===== config.mk =====
export PLATFORM = sky130hd
export DESIGN_NAME = pipelined_mantissa_alu
export DESIGN_NICKNAME = d
export VERILOG_FILES = /design/src/rtl/pipelined_mantissa_alu.sv
export SDC_FILE = /design/constraint.sdc
export NUM_CORES = 1
export LEC_CHECK = 0
export CAP_MARGIN = 20
export CORE_UTILIZATION = 55
export DETAILED_ROUTE_END_ITERATION = 10
export HOLD_SLACK_MARGIN = 0.15
export PLACE_DENSITY = 0.78
export SYNTH_ARGS = -nofsm -noshare
export SYNTH_HDL_FRONTEND = slang
export SYNTH_SLANG_ARGS = --single-unit

===== constraint.sdc =====
create_clock -name clk -period 16.1 [get_ports clk]
set_input_delay 3.22 -clock clk [delete_from_list [all_inputs] [get_ports clk]]
set_output_delay 3.22 -clock clk [all_outputs]
set_load 0.05 [all_outputs]

===== src/rtl/pipelined_mantissa_alu.sv =====
// Pipelined aligned-mantissa add/subtract with sticky borrow correction, result flags
// and leading-zero count, behind valid/ready handshakes on both sides.
module pipelined_mantissa_alu #(
    parameter int MANT_W     = 24,
    parameter int PIPE_DEPTH = 2,
    parameter int TAG_W      = 4,
    localparam int LZC_W     = $clog2(MANT_W + 1)
) (
    input  logic              clk,
    input  logic              rst_n,
    input  logic              in_valid,
    output logic              in_ready,
    input  logic              in_bypass,
    input  logic              in_sign_a,
    input  logic              in_sign_b,
    input  logic [MANT_W-1:0] in_mant_a,
    input  logic [MANT_W-1:0] in_mant_b,
    input  logic              in_shift_ovf,
    input  logic [TAG_W-1:0]  in_tag,
    output logic              out_valid,
    input  logic              out_ready,
    output logic [MANT_W-1:0] out_result,
    output logic              out_carry,
    output logic              out_sign,
    output logic              out_zero,
    output logic [LZC_W-1:0]  out_lzc,
    output logic              out_bypass,
    output logic [TAG_W-1:0]  out_tag
);

    function automatic logic [LZC_W-1:0] lzc_f(input logic [MANT_W-1:0] v);
        logic [LZC_W-1:0] n;
        logic             hit;
        n   = '0;
        hit = 1'b0;
        for (int i = MANT_W - 1; i >= 0; i--) begin
            if (!hit && !v[i]) begin
                n = n + LZC_W'(1);
            end else begin
                hit = 1'b1;
            end
        end
        return n;
    endfunction

    logic                  ready_en_r;
    logic [PIPE_DEPTH-1:0] valid_r;
    logic [PIPE_DEPTH-1:0] load_s;
    logic                  full_s;
    logic [MANT_W-1:0]     res_r    [PIPE_DEPTH];
    logic                  carry_r  [PIPE_DEPTH];
    logic                  sign_r   [PIPE_DEPTH];
    logic                  zero_r   [PIPE_DEPTH];
    logic [LZC_W-1:0]      lzc_r    [PIPE_DEPTH];
    logic                  bypass_r [PIPE_DEPTH];
    logic [TAG_W-1:0]      tag_r    [PIPE_DEPTH];

    logic [MANT_W:0]       a_x_s;
    logic [MANT_W:0]       b_x_s;
    logic [MANT_W:0]       ovf_x_s;
    logic [MANT_W:0]       wide_s;
    logic                  carry_s;
    logic                  sign_s;

    // Stage-1 arithmetic on the incoming operands.
    always_comb begin
        a_x_s   = {1'b0, in_mant_a};
        b_x_s   = {1'b0, in_mant_b};
        ovf_x_s = {{MANT_W{1'b0}}, in_shift_ovf};
        wide_s  = '0;
        carry_s = 1'b0;
        sign_s  = 1'b0;
        if (in_bypass) begin
            wide_s = '0;
        end else if (in_sign_a == in_sign_b) begin
            wide_s  = a_x_s + b_x_s;
            carry_s = wide_s[MANT_W];
            sign_s  = in_sign_a;
        end else if (b_x_s > a_x_s) begin
            wide_s = b_x_s - a_x_s - ovf_x_s;
            sign_s = in_sign_b;
        end else if (a_x_s > b_x_s) begin
            wide_s = a_x_s - b_x_s - ovf_x_s;
            sign_s = in_sign_a;
        end else begin
            // Equal magnitudes cancel to +0; borrowing the sticky bit would wrap to all-ones.
            wide_s = '0;
        end
    end

    // A stage can load unless it and every stage after it are full with the sink stalled.
    always_comb begin
        load_s = '0;
        full_s = 1'b1;
        for (int k = PIPE_DEPTH - 1; k >= 0; k--) begin
            full_s    = full_s && valid_r[k];
            load_s[k] = !full_s || out_ready;
        end
    end

    assign in_ready = ready_en_r && load_s[0];

    // Pipeline stage registers; stage 1 also derives zero flag and leading-zero count.
    always_ff @(posedge clk or negedge rst_n) begin
        if (!rst_n) begin
            ready_en_r <= 1'b0;
            valid_r    <= '0;
            for (int k = 0; k < PIPE_DEPTH; k++) begin
                res_r[k]    <= '0;
                carry_r[k]  <= 1'b0;
                sign_r[k]   <= 1'b0;
                zero_r[k]   <= 1'b0;
                lzc_r[k]    <= '0;
                bypass_r[k] <= 1'b0;
                tag_r[k]    <= '0;
            end
        end else begin
            ready_en_r <= 1'b1;
            if (load_s[0]) begin
                valid_r[0] <= in_valid && ready_en_r;
                if (in_valid && ready_en_r) begin
                    res_r[0]    <= wide_s[MANT_W-1:0];
                    carry_r[0]  <= carry_s;
                    sign_r[0]   <= sign_s;
                    bypass_r[0] <= in_bypass;
                    tag_r[0]    <= in_tag;
                end
            end
            for (int k = 1; k < PIPE_DEPTH; k++) begin
                if (load_s[k]) begin
                    valid_r[k] <= valid_r[k-1];
                    if (valid_r[k-1]) begin
                        res_r[k]    <= res_r[k-1];
                        carry_r[k]  <= carry_r[k-1];
                        sign_r[k]   <= sign_r[k-1];
                        bypass_r[k] <= bypass_r[k-1];
                        tag_r[k]    <= tag_r[k-1];
                        lzc_r[k]    <= (k == 1) ? lzc_f(res_r[0]) : lzc_r[k-1];
                        zero_r[k]   <= (k == 1) ? ((res_r[0] == '0) && !carry_r[0]) : zero_r[k-1];
                    end
                end
            end
        end
    end

    assign out_valid  = valid_r[PIPE_DEPTH-1];
    assign out_result = res_r[PIPE_DEPTH-1];
    assign out_carry  = carry_r[PIPE_DEPTH-1];
    assign out_sign   = sign_r[PIPE_DEPTH-1];
    assign out_zero   = zero_r[PIPE_DEPTH-1];
    assign out_lzc    = lzc_r[PIPE_DEPTH-1];
    assign out_bypass = bypass_r[PIPE_DEPTH-1];
    assign out_tag    = tag_r[PIPE_DEPTH-1];

endmodule


=== Word level (Yosys, flattened, before mapping) ===
Index checks and enable logic that the tools add are counted.

* Bitwise logic cells: 0
* Equal/unequal tests: 1
* $lt $le $gt $ge: 2
* Shift-type cells: 0
* Add/subtract/negate cells: 28
* Divide/modulo/power cells: 0
* Reduce and logical (&&, ||, !) cells: 81
* Multiply operators: 0
* Mux-type cells: 149

{| class="wikitable"
|+ Operators with widths
! cell !! count
|-
| 2-to-1 mux 5 bit || 69
|-
| adder 5 x 1 -> 5 bit, second input constant || 23
|-
| 2-to-1 mux 24 bit || 4
|-
| 2-to-1 mux 1 bit || 76
|-
| logical NOT 1 bit || 49
|-
| > comparator 24 bit || 2
|-
| subtractor 24 x 1 -> 24 bit || 2
|-
| subtractor 24 bit || 2
|-
| logical AND 1 bit || 27
|-
| adder 24 x 24 -> 25 bit || 1
|-
| logical NOT 24 bit || 1
|-
| AND reduction 2 bit || 2
|-
| logical OR 1 bit || 2
|-
| equality test 1 bit || 1
|}

* Bits of input ports: 60
* Bits in latches: 0
* Memories: 0
* ROM bits: 0
* Output and inout port bits: 39
* Logic and storage cells: 276
* Memory bits (writable): 0
* Bits in registers: 71

=== Depth between registers and ports, before layout ===
Gate-level depths: netlist of run 1.

* Word-level depth: 116
* Depth in mapped cells: 61
* Mapped depth without buffers: 59

=== Worst setup path before layout of run 1 ===
No wires, ideal clock.

* Kind: reg-to-reg
* Start: register res_r[47] (netlist name)
* End: register lzc_r (netlist bit out_lzc[4])
* Setup time: 133 ps
* Required time: 15967 ps
* Clock period less this slack: 10595 ps
* Stages on the path, launching flop included: 62
* Slack: 5505 ps
* Path buffers: 2
* Arrival time: 10462 ps
* Cell sequence: dfrtp_1 -> buf_6 -> or2_2 -> clkbuf_1 -> inv_1 -> ha_1 -> nor3_1 -> nor2_1 -> ha_1 -> nor4b_1 -> o41ai_1 -> ha_1 -> nand2b_1 -> a21oi_1 -> a211o_1 -> a31oi_1 -> ha_1 -> mux2i_1 -> (+26 left out) -> nor3b_1 -> a21oi_1 -> ha_1 -> mux2i_1 -> o22ai_1 -> nand2_1 -> o21a_1 -> ha_1 -> mux2i_1 -> a21oi_1 -> ha_1 -> nor2b_1 -> maj3_2 -> and2_1 -> mux2_4 -> o22ai_2 -> xnor2_1 -> o21ai_1

* Cells in the longest elaborated chain, start to end: 116
* Elaborated cells on any way between the ends: 208
* Classes of those cells: 23 x add/sub; 139 x mux; 46 x reduce/logical

{| class="wikitable"
|+ RTL lines
! element !! line !! text
|-
| from (decl) || 50 || <nowiki>logic [MANT_W-1:0] res_r [PIPE_DEPTH];</nowiki>
|-
| from (signal, indexed assignment) || 133 || <nowiki>res_r[k] <= res_r[k-1];</nowiki>
|-
| branches (longest 115 deep; another with adder 5 x 1 -> 5 bit) || n/a ||
|-
| 2-to-1 mux 5 bit * || 37 || <nowiki>if (!hit && !v[i]) begin</nowiki>
|-
| to (signal, indexed assignment) || 138 || <nowiki>lzc_r[k] <= (k == 1) ? lzc_f(res_r[0]) : lzc_r[k-1];</nowiki>
|-
| to (decl) || 54 || <nowiki>logic [LZC_W-1:0] lzc_r [PIPE_DEPTH];</nowiki>
|}

Every way passes the cells marked *. The select of a mux whose other input is x is not followed.
A chain may end at the register's enable or synchronous reset.

=== Worst setup path after layout of run 1 ===
Ends and elaborated chain as after synthesis.

==> impl_metrics.csv, run 1 <==
group,metric,value,unit
outcome,status,"finished clean",
die,die_x,135.8,um
clock_network,h-tree-depth,3,
detailed_routing,drt-initial-drc-count,621,
clock_network,cts_resized,0,
worst_setup_path,r2r_end,"out_lzc[4]",
worst_hold_path,worst_hold_path_type,"flop to flop",
cells_and_area,multi_input_area,7172,um2
cells_and_area,area_delta_synth_final,13.07,%
synth,synth_top_area_share,18.05,%
sta,finalCritPeriodShare,73.31,%
synth,synth-main-ff-cell,"dfrtp_1",
sta,hold_slack,471.8,ps
placed_design,place_hpwl,19850,um
power_and_ir_drop,irDropWorstVdd,0.1206,mV
sta,rsz0062_at_grt,"false",
synth,synth_compound_area_share,18.83,%
synth,synth_edf_count,0,
sta,relSlewSlack,32.23,%
worst_setup_path,arrival,11990,ps
synth,synthMuxAreaShare,4.919,%
worst_setup_path,crit_end,"out_lzc[4]",
cells_and_area,final.fill_count,1520,
die,rows,48,
detailed_routing,firstDrtPassIters,5,
placed_design,dp_cells,1474,
clock_network,cts_tree,"done",
grt,grt-ovfl-total,0,
clock_network,clockBufferDepth,2,
synth,syn_area_per_cell,8.128,um2
detailed_routing,routedWlPerCell,16.30,um
detailed_routing,vias_per_cell,5.779,
detailed_routing,wl,24280,um
worst_setup_path,reg2reg_from,"res_r[47]",
placed_design,io_buffers,98,
clock_network,cts.sinks,71,
synth,synthArstFlopShare,100.0,%
synth,ys_warn_count,0,
cells_and_area,design_area,11130,um2
sta,setup_tns,0,ps
worst_setup_path,end_kind,"flop",
synth,netlist_instances,1211,
worst_setup_path,worstPathRequired,16280,ps
grt,grt_max_degree,72,
cells_and_area,fin_util,63.90,%
sta,max_freq,84.72,MHz
synth,synth_largest_area_cell,"dfrtp_1",
die,coreArea,17420,um2
power_and_ir_drop,p_leak,5.081,nW
synth,synth-xor-area-share,10.22,%
sta,hold_violations,0,
grt,grt_pass1_vias,8130,
sta,fin_skew,8.785,ps
sta,setup_slack,4297,ps
grt,grt_pass1_wl,39700,um
clock_network,ctsHoldBuffers,0,
worst_setup_path,worstSetupStartpoint,"res_r[47]",
synth,synth-simple-area-share,17.29,%
worst_setup_path,crit_path_frequent_cell,"ha_1",
synth,ys_types,81,
worst_setup_path,cp-start-kind,"flop",
worst_setup_path,worst-setup-path-type,"flop to flop",
power_and_ir_drop,power_density,143.8,nW/um2
cells_and_area,fin_cells,1490,
grt,antenna_found_initial,0,
synth,syn_area,9843,um2
detailed_routing,vias,8611,
grt,grt.total_usage,27.08,%
worst_setup_path,crit_fanout,9,
synth,netlist_top_cells_count,"inv_1 (145), ha_1 (137), nand2_1 (102)",
clock_network,clkTransAtPathRegs,60,ps
sta,fin_crit,11800,ps
clock_network,cts-buffers-inserted,9,
cells_and_area,regArea,1777,um2
synth,ys_seq_area_share,18.05,%
synth,yosys.area_share.adder,21.29,%
power_and_ir_drop,total_power,1.600,mW
sta,setup_viol,0,
synth,synth_top_family_by_area,"adder cells",
worst_setup_path,r2r_slack,4300,ps
placed_design,gp_congestion,0.9831,
die,die_h,135.8,um
run,drv_cap,0,
die,die_area,18440,um2
worst_setup_path,reg2reg_depth,59,
cells_and_area,diodes,0,
cells_and_area,fin_nets,1473,
cells_and_area,drive_gt1_share,6.245,%
die,start_util,56.52,%
placed_design,placed_area,10800,um2
worst_setup_path,cpPeakStageDelay,480,ps
sta,finalMaxSlewViolations,0,
detailed_routing,post-route-drc-count,0,
synth,ys_seq_elements,71,
die,io-pin-count,99,
synth,synth.most_common_cell,"inv_1",
synth,synth_nets,1424,
synth,synthTopCellsByArea,"dfrtp_1 (18%), ha_1 (17%), inv_1 (5.5%)",
sta,worstMarginPinSlew,1013,ps
detailed_routing,antenna_left,0,
clock_network,clockRootBuffer,"clkbuf_16",
clock_network,postCtsSetupBuffers,0,
worst_setup_path,cp_slowest_cell,"dfrtp_1",
clock_network,clk_latency,330,ps
placed_design,pre_cts_ws,4456,ps
area by class of cell:
cell class / instances / area share (%)
tap: 225 / 2.530
clock buffer: 9 / 2.024
multi-input combinational: 928 / 64.44
sequential: 71 / 15.96
timing repair buffer: 105 / 9.241
clock inverter: 7 / 0.9106
inverter: 145 / 4.890
state kept, by name, indices dropped and copies added, names as in the netlist:
name        cells
bypass_r        1
out_bypass      1
out_zero        1
valid_r         2
ready_en_r      1
out_result     24
out_carry       1
out_lzc         5
sign_r          1
res_r          24
carry_r         1
out_tag         4
out_sign        1
tag_r           4
critical path, delay by kind of cell, from the launching register on:
family,cells,cell delay [ps]
buf+inv,1,90
simple gates,15,2050
mux,9,1490
flops,1,480
compound gates,20,3760
xor+xnor,1,130
fa+ha+maj,13,3640
cells in the final DEF, fill, tap and decap left out, types with 7 or more instances in the layout:
| master | instances |
|---|---|
| xnor2_1 | 61 |
| nor4_1 | 7 |
| a221oi_1 | 9 |
| a21o_1 | 9 |
| and2_1 | 7 |
| or3_1 | 9 |
| a211oi_1 | 15 |
| nor3_1 | 25 |
| mux2_2 | 31 |
| nor2b_1 | 19 |
| o21a_1 | 7 |
| dfrtp_1 | 71 |
| nand3_1 | 18 |
| a21oi_1 | 77 |
| ha_1 | 137 |
| fa_1 | 16 |
| nand2_1 | 101 |
| a211o_1 | 7 |
| nand2b_1 | 21 |
| buf_4 | 7 |
| xor2_1 | 27 |
| clkbuf_16 | 9 |
| o21bai_1 | 18 |
| inv_1 | 145 |
| clkdlybuf4s50_1 | 97 |
| o21ai_0 | 50 |
| nor2_1 | 91 |
| a22o_1 | 11 |
| a31oi_1 | 14 |
| mux2i_1 | 12 |
| nand4_1 | 11 |
kinds of logic (layout without fill, tap and decap cells):
logic type | Yosys count | count (layout)
simple gates | 344 | 344
compound gates | 280 | 280
buf+inv | 212 | 266
fa+ha+maj | 159 | 159
xor+xnor | 100 | 100
flops | 71 | 71
mux | 44 | 44
other cells | 1 | 1
how the worst min path moves through the flow:
stage	startpoint	end	slack [ps]	depth (start not counted)
2_1_floorplan	bypass_r[1]	bypass_r[1]	440	2
3_3_place_gp	tag_r[4]	tag_r[4]	460	2
3_5_place_dp	bypass_r[1]	bypass_r[1]	460	2
4_1_cts	bypass_r[1]	bypass_r[1]	480	2
5_1_grt	tag_r[7]	tag_r[7]	490	2
6_report	bypass_r[1]	bypass_r[1]	470	2
per-layer routing:
layer | share of wire, % | global-route usage [%]
met2 | 46 | 45.01
met1 | 47 | 36.62
met3 | 4.5 | 3.255
met5 | 0 | 0
met4 | 2.9 | 7.928
power by group:
part	switching, mW	internal (mW)	total [mW]
sequential	0.0532	0.221	0.275
clock	0.0828	0.137	0.220
combinational	0.624	0.481	1.11
(Power assumes the default switching activity.)
==> run 2, diff against run 1 <==
CORE_UTILIZATION = 54   (was 55)
PLACE_DENSITY = 0.8   (was 0.78)
clock period = 10.5 ns   (was 16.1 ns; I/O delays follow)
==> impl_metrics.csv, run 2 (synthesized netlist as in run 1, its figures left out) <==
group,metric,value,unit
grt,grt_pass1_wl,41980,um
worst_hold_path,worst_hold_path_type,"flop to flop",
worst_setup_path,cpPeakStageDelay,540,ps
sta,fin_crit,10720,ps
clock_network,cts_tree,"done",
clock_network,cts.sinks,71,
grt,grt_max_degree,72,
worst_setup_path,worstSetupStartpoint,"res_r[46]",
die,start_util,54.98,%
worst_setup_path,arrival,10960,ps
clock_network,ctsHoldBuffers,0,
sta,max_freq,93.25,MHz
power_and_ir_drop,irDropWorstVdd,0.1721,mV
sta,fin_skew,10.94,ps
power_and_ir_drop,total_power,2.765,mW
clock_network,clkTransAtPathRegs,60,ps
detailed_routing,routedWlPerCell,16.60,um
outcome,violations,"negative setup slack",
clock_network,clockRootBuffer,"clkbuf_16",
detailed_routing,vias,8987,
worst_setup_path,crit_path_frequent_cell,"ha_1",
grt,grt_pass1_vias,8606,
clock_network,cts-buffers-inserted,9,
detailed_routing,firstDrtPassIters,5,
placed_design,place_hpwl,19880,um
worst_setup_path,cp_slowest_cell,"or4_4",
grt,grt.total_usage,28.34,%
detailed_routing,antenna_left,0,
die,die_area,18770,um2
detailed_routing,post-route-drc-count,0,
sta,finalCritPeriodShare,102.1,%
detailed_routing,drt-initial-drc-count,795,
run,drv_cap,0,
die,die_h,137.0,um
sta,setup_viol,1,
grt,grt-ovfl-total,0,
sta,setup_tns,-224.4,ps
sta,finalMaxSlewViolations,0,
cells_and_area,area_delta_synth_final,18.89,%
cells_and_area,diodes,0,
sta,hold_slack,479.0,ps
power_and_ir_drop,power_density,236.3,nW/um2
die,io-pin-count,99,
sta,setup_slack,-224.4,ps
cells_and_area,final_cell_mix,"inv_1 (144), ha_1 (132), nand2_1 (100)",
worst_setup_path,end_kind,"flop",
placed_design,dp_cells,1505,
worst_setup_path,cp-start-kind,"flop",
worst_setup_path,reg2reg_from,"res_r[46]",
die,die_x,137.0,um
clock_network,clk_latency,350,ps
cells_and_area,fin_cells,1542,
power_and_ir_drop,p_leak,5.370,nW
cells_and_area,layout_commonest_cell,"inv_1",
cells_and_area,fin_nets,1521,
outcome,status,"complete, but fails checks",
grt,antenna_found_initial,0,
cells_and_area,drive_gt1_share,11.88,%
placed_design,gp_congestion,0.9597,
detailed_routing,wl,25600,um
placed_design,placed_area,11020,um2
sta,worstMarginPinSlew,934.4,ps
cells_and_area,design_area,11700,um2
worst_setup_path,worstPathRequired,10730,ps
detailed_routing,vias_per_cell,5.828,
clock_network,clockBufferDepth,2,
die,rows,49,
sta,relSlewSlack,37.13,%
worst_setup_path,crit_fanout,4,
worst_setup_path,worst-setup-path-type,"flop to flop",
cells_and_area,final.fill_count,1469,
sta,hold_violations,0,
clock_network,h-tree-depth,3,
die,coreArea,17900,um2
placed_design,io_buffers,98,
worst_hold_path,hold_start,"tag_r[7]",
sta,rsz0062_at_grt,"true",
[run 2: cell types whose count changed in the layout (fill, tap and decap cells not counted), moves of 3 or more]
cell / change
ha_4: +4
a21oi_2: +3
a21oi_1: -4
buf_6: +3
mux2_4: +3
nor2_1: -3
ha_1: -5
buf_4: +44
mux2_2: -3
[run 2: report_power, final]
| group | leakage [nW] | switching (mW) | internal (mW) |
|---|---|---|---|
| clock | 0.148 | 0.141 | 0.168 |
| sequential | 0.920 | 0.0771 | 0.339 |
| combinational | 4.30 | 1.08 | 0.958 |
| total | 5.37 | 1.30 | 1.47 |
[run 2: cell type report]
cell class,count,area [um2],area share [%]
sequential,71,1777,15.18
tap,229,286.5,2.448
timing repair buffer,153,1413,12.07
inverter,145,546.8,4.672
clock buffer,9,225.2,1.925
multi-input combinational,928,7381,63.07
clock inverter,7,73.82,0.6308
[run 2: metrics by stage]
step	setup WS, ps	util (%)
finish	-224.4	65.37
floorplan	19.05	-
CTS	28.31	64.64
global placement	-42.24	61.57
detailed placement	-448.4	61.57
global route	-648.7	65.37
[run 2: routing by layer]
metal	GRT usage, %	part of all wire, %	vias up
met4	13.61	4.2	0
li1	-	-	4369
met1	37.40	44	4188
met5	0	0	-
met3	3.407	6.0	75
met2	45.82	46	355
[run 2: final timing paths]
check | end | depth (start not counted) | slack (ps)
max in group asynchronous | out_lzc[4] | 2 | 7960
worst max register to register | out_lzc[4] | 58 | -220
worst min-delay path | tag_r[7] | 2 | 480
worst min register to register | tag_r[7] | 2 | 480
min in group asynchronous | out_result[22] | 2 | 1940
worst max-delay path | out_lzc[4] | 58 | -220
[run 2: timing repair]
item | 4_1_cts | 5_1_grt
endpoints found under the setup margin | 1 | 3
pin swaps | 40 | 12
setup buffers | 12 | 8
endpoints found under the hold margin | 0 | 0
resized for setup | 32 | 9
[run 2: critical path, delay by kind of cell (launching register included)]
family                   cells  cell delay [ps]
adder cells (fa/ha/maj)     12             3030
AO/OA/AOI/OAI               20             2980
AND/OR/NAND/NOR             14             2090
multiplexers                 9             1650
flip-flops                   1              420
buffers and inverters        2              310
XOR/XNOR                     1              140
==> run 3, diff against run 2 <==
CORE_UTILIZATION = 55   (was 54)
PLACE_DENSITY = 0.78   (was 0.8)
clock period = 12.4 ns   (was 10.5 ns; I/O delays follow)
==> impl_metrics.csv, run 3 (synthesized netlist as in run 1, its figures left out) <==
group,metric,value,unit
outcome,status,"finished clean",
clock_network,cts-buffers-inserted,9,
sta,worstMarginPinSlew,1033,ps
grt,top_usage_layer,"met2",
sta,fin_skew,10.79,ps
cells_and_area,diodes,0,
cells_and_area,final_cell_mix,"inv_1 (145), ha_1 (137), nand2_1 (101)",
sta,setup_tns,0,ps
worst_setup_path,end_kind,"flop",
power_and_ir_drop,sequentialPowerShare,17.0,%
run,drv_cap,0,
clock_network,cts_tree,"done",
detailed_routing,antenna_left,0,
worst_setup_path,crit_path_frequent_cell,"ha_1",
clock_network,clk_latency,340,ps
die,io-pin-count,99,
clock_network,cts.sinks,71,
cells_and_area,final.fill_count,1501,
worst_setup_path,crit_fanout,9,
worst_setup_path,cp.buffers_inverters,1,
clock_network,ctsHoldBuffers,0,
placed_design,gp_congestion,0.9833,
worst_setup_path,cp_slowest_cell,"dfrtp_1",
detailed_routing,routedWlPerCell,16.61,um
sta,fin_crit,11460,ps
grt,antenna_found_initial,0,
sta,max_freq,87.24,MHz
grt,grt_max_degree,72,
worst_setup_path,worst-setup-path-type,"flop to flop",
power_and_ir_drop,power_density,187.6,nW/um2
clock_network,h-tree-depth,3,
grt,global_route.usage.met3,4.040,%
detailed_routing,firstDrtPassIters,5,
grt,grt-ovfl-total,0,
worst_setup_path,cp-start-kind,"flop",
power_and_ir_drop,internal_power,1.100,mW
worst_setup_path,cpPeakStageDelay,480,ps
sta,relSlewSlack,30.87,%
grt,grt_pass1_vias,8277,
grt,grt.total_usage,27.48,%
power_and_ir_drop,irDropWorstVdd,0.1542,mV
sta,finalMaxSlewViolations,0,
worst_setup_path,crit_family,"adder cells",
grt,gr-usage-met2,46.51,%
grt,met1_usage,35.90,%
cells_and_area,area_delta_synth_final,13.47,%
placed_design,io_buffers,98,
sta,finalCritPeriodShare,92.44,%
power_and_ir_drop,p_clk_share,13.7,%
power_and_ir_drop,switching_power,0.9959,mW
detailed_routing,vias,8736,
placed_design,place_hpwl,19940,um
clock_network,clkTransAtPathRegs,70,ps
detailed_routing,vias_per_cell,5.859,
die,die_h,135.8,um
cells_and_area,drive_gt1_share,6.714,%
die,die_x,135.8,um
detailed_routing,post-route-drc-count,0,
sta,hold_violations,0,
worst_setup_path,arrival,11650,ps
grt,grt_pass1_wl,40260,um
cells_and_area,regArea,1777,um2
cells_and_area,multi_input_area,7201,um2
clock_network,clockRootBuffer,"clkbuf_16",
power_and_ir_drop,p_leak,5.100,nW
placed_design,dp_cells,1474,
die,coreArea,17420,um2
cells_and_area,fin_nets,1474,
die,rows,48,
worst_setup_path,worstPathRequired,12590,ps
worst_hold_path,worst_hold_path_type,"flop to flop",
power_and_ir_drop,switching_share,47.52,%
clock_network,clockBufferDepth,2,
cells_and_area,fin_cells,1491,
detailed_routing,wl,24760,um
power_and_ir_drop,comb_power_share,69.2,%
die,start_util,56.52,%
sta,setup_viol,0,
die,die_area,18440,um2
cells_and_area,layout_commonest_cell,"inv_1",
detailed_routing,drt-initial-drc-count,633,
run 3: cell types whose count changed in the layout (fill, tap and decap cells not counted), moves of 3 or more:
cell     before  now
a21oi_2       3    0
ha_1        132  137
nor2_1       88   91
mux2_4        4    1
mux2_2       28   31
buf_6         3    0
a21oi_1      73   77
ha_4          4    0
buf_4        51    8
run 3: path summary, 6_finish.rpt:
path	cells after the start	start	slack [ps]	to
setup / recovery	59	res_r[47]	940	out_lzc[4]
hold / removal	2	sign_r[1]	470	sign_r[1]
setup reg to reg	59	res_r[47]	940	out_lzc[4]
hold reg to reg	2	sign_r[1]	470	sign_r[1]
max in group asynchronous	2	rst_n	9460	out_lzc[2]
min in group asynchronous	2	rst_n	2360	out_result[14]
run 3: layout make-up:
class | instances | area share, %
inverter | 145 | 4.873
clock buffer | 9 | 2.016
multi-input combinational | 928 | 64.47
timing repair buffer | 106 | 9.275
clock inverter | 7 | 0.9410
sequential | 71 | 15.91
tap | 225 | 2.520
run 3: power by group through the flow:
| stage | clock [mW] | sequential (mW) | combinational [mW] |
|---|---|---|---|
| global route | 0.300 | 0.364 | 1.59 |
| finish | 0.287 | 0.357 | 1.45 |
| floorplan | 0 | 0.349 | 1.13 |
| detailed placement | 0 | 0.360 | 1.41 |
| global placement | 0 | 0.356 | 1.38 |
| CTS | 0.290 | 0.355 | 1.42 |
run 3: timing repair:
item / CTS / global route
setup endpoints to repair: 0 / 1
resized for setup: 0 / 5
setup buffers: 0 / 1
run 3: through the flow:
stage                     total power [mW]  instance area, um2  hold WS, ps  worst slack [ps]  util, %
final                                2.096               11170        474.2             937.6    64.13
after global routing                 2.254               11170        508.2            -71.95    64.13
after CTS                            2.068               11130        477.0             653.0    63.92
after detailed placement             1.768               10800        460.7             689.0    62.03
after global placement               1.739               10800        454.9              1196    62.03
after floorplan                      1.482                9843        441.7              1805        -
run 3: metal layers:
metal | wire (um) | part of all wire, % | vias up
met2 | 11530 | 47 | 305
met5 | 0 | 0 | -
met3 | 1539 | 6.2 | 43
met1 | 11010 | 44 | 4116
met4 | 688 | 2.8 | 0
li1 | - | - | 4272
run 3: worst register-to-register path: cells and delay by family (launching register included):
kind	cells	cell delay [ps]
AO/OA/AOI/OAI	20	3420
XOR/XNOR	1	130
adder cells (fa/ha/maj)	13	3640
buffers and inverters	1	100
flip-flops	1	480
multiplexers	9	1450
AND/OR/NAND/NOR	15	2060
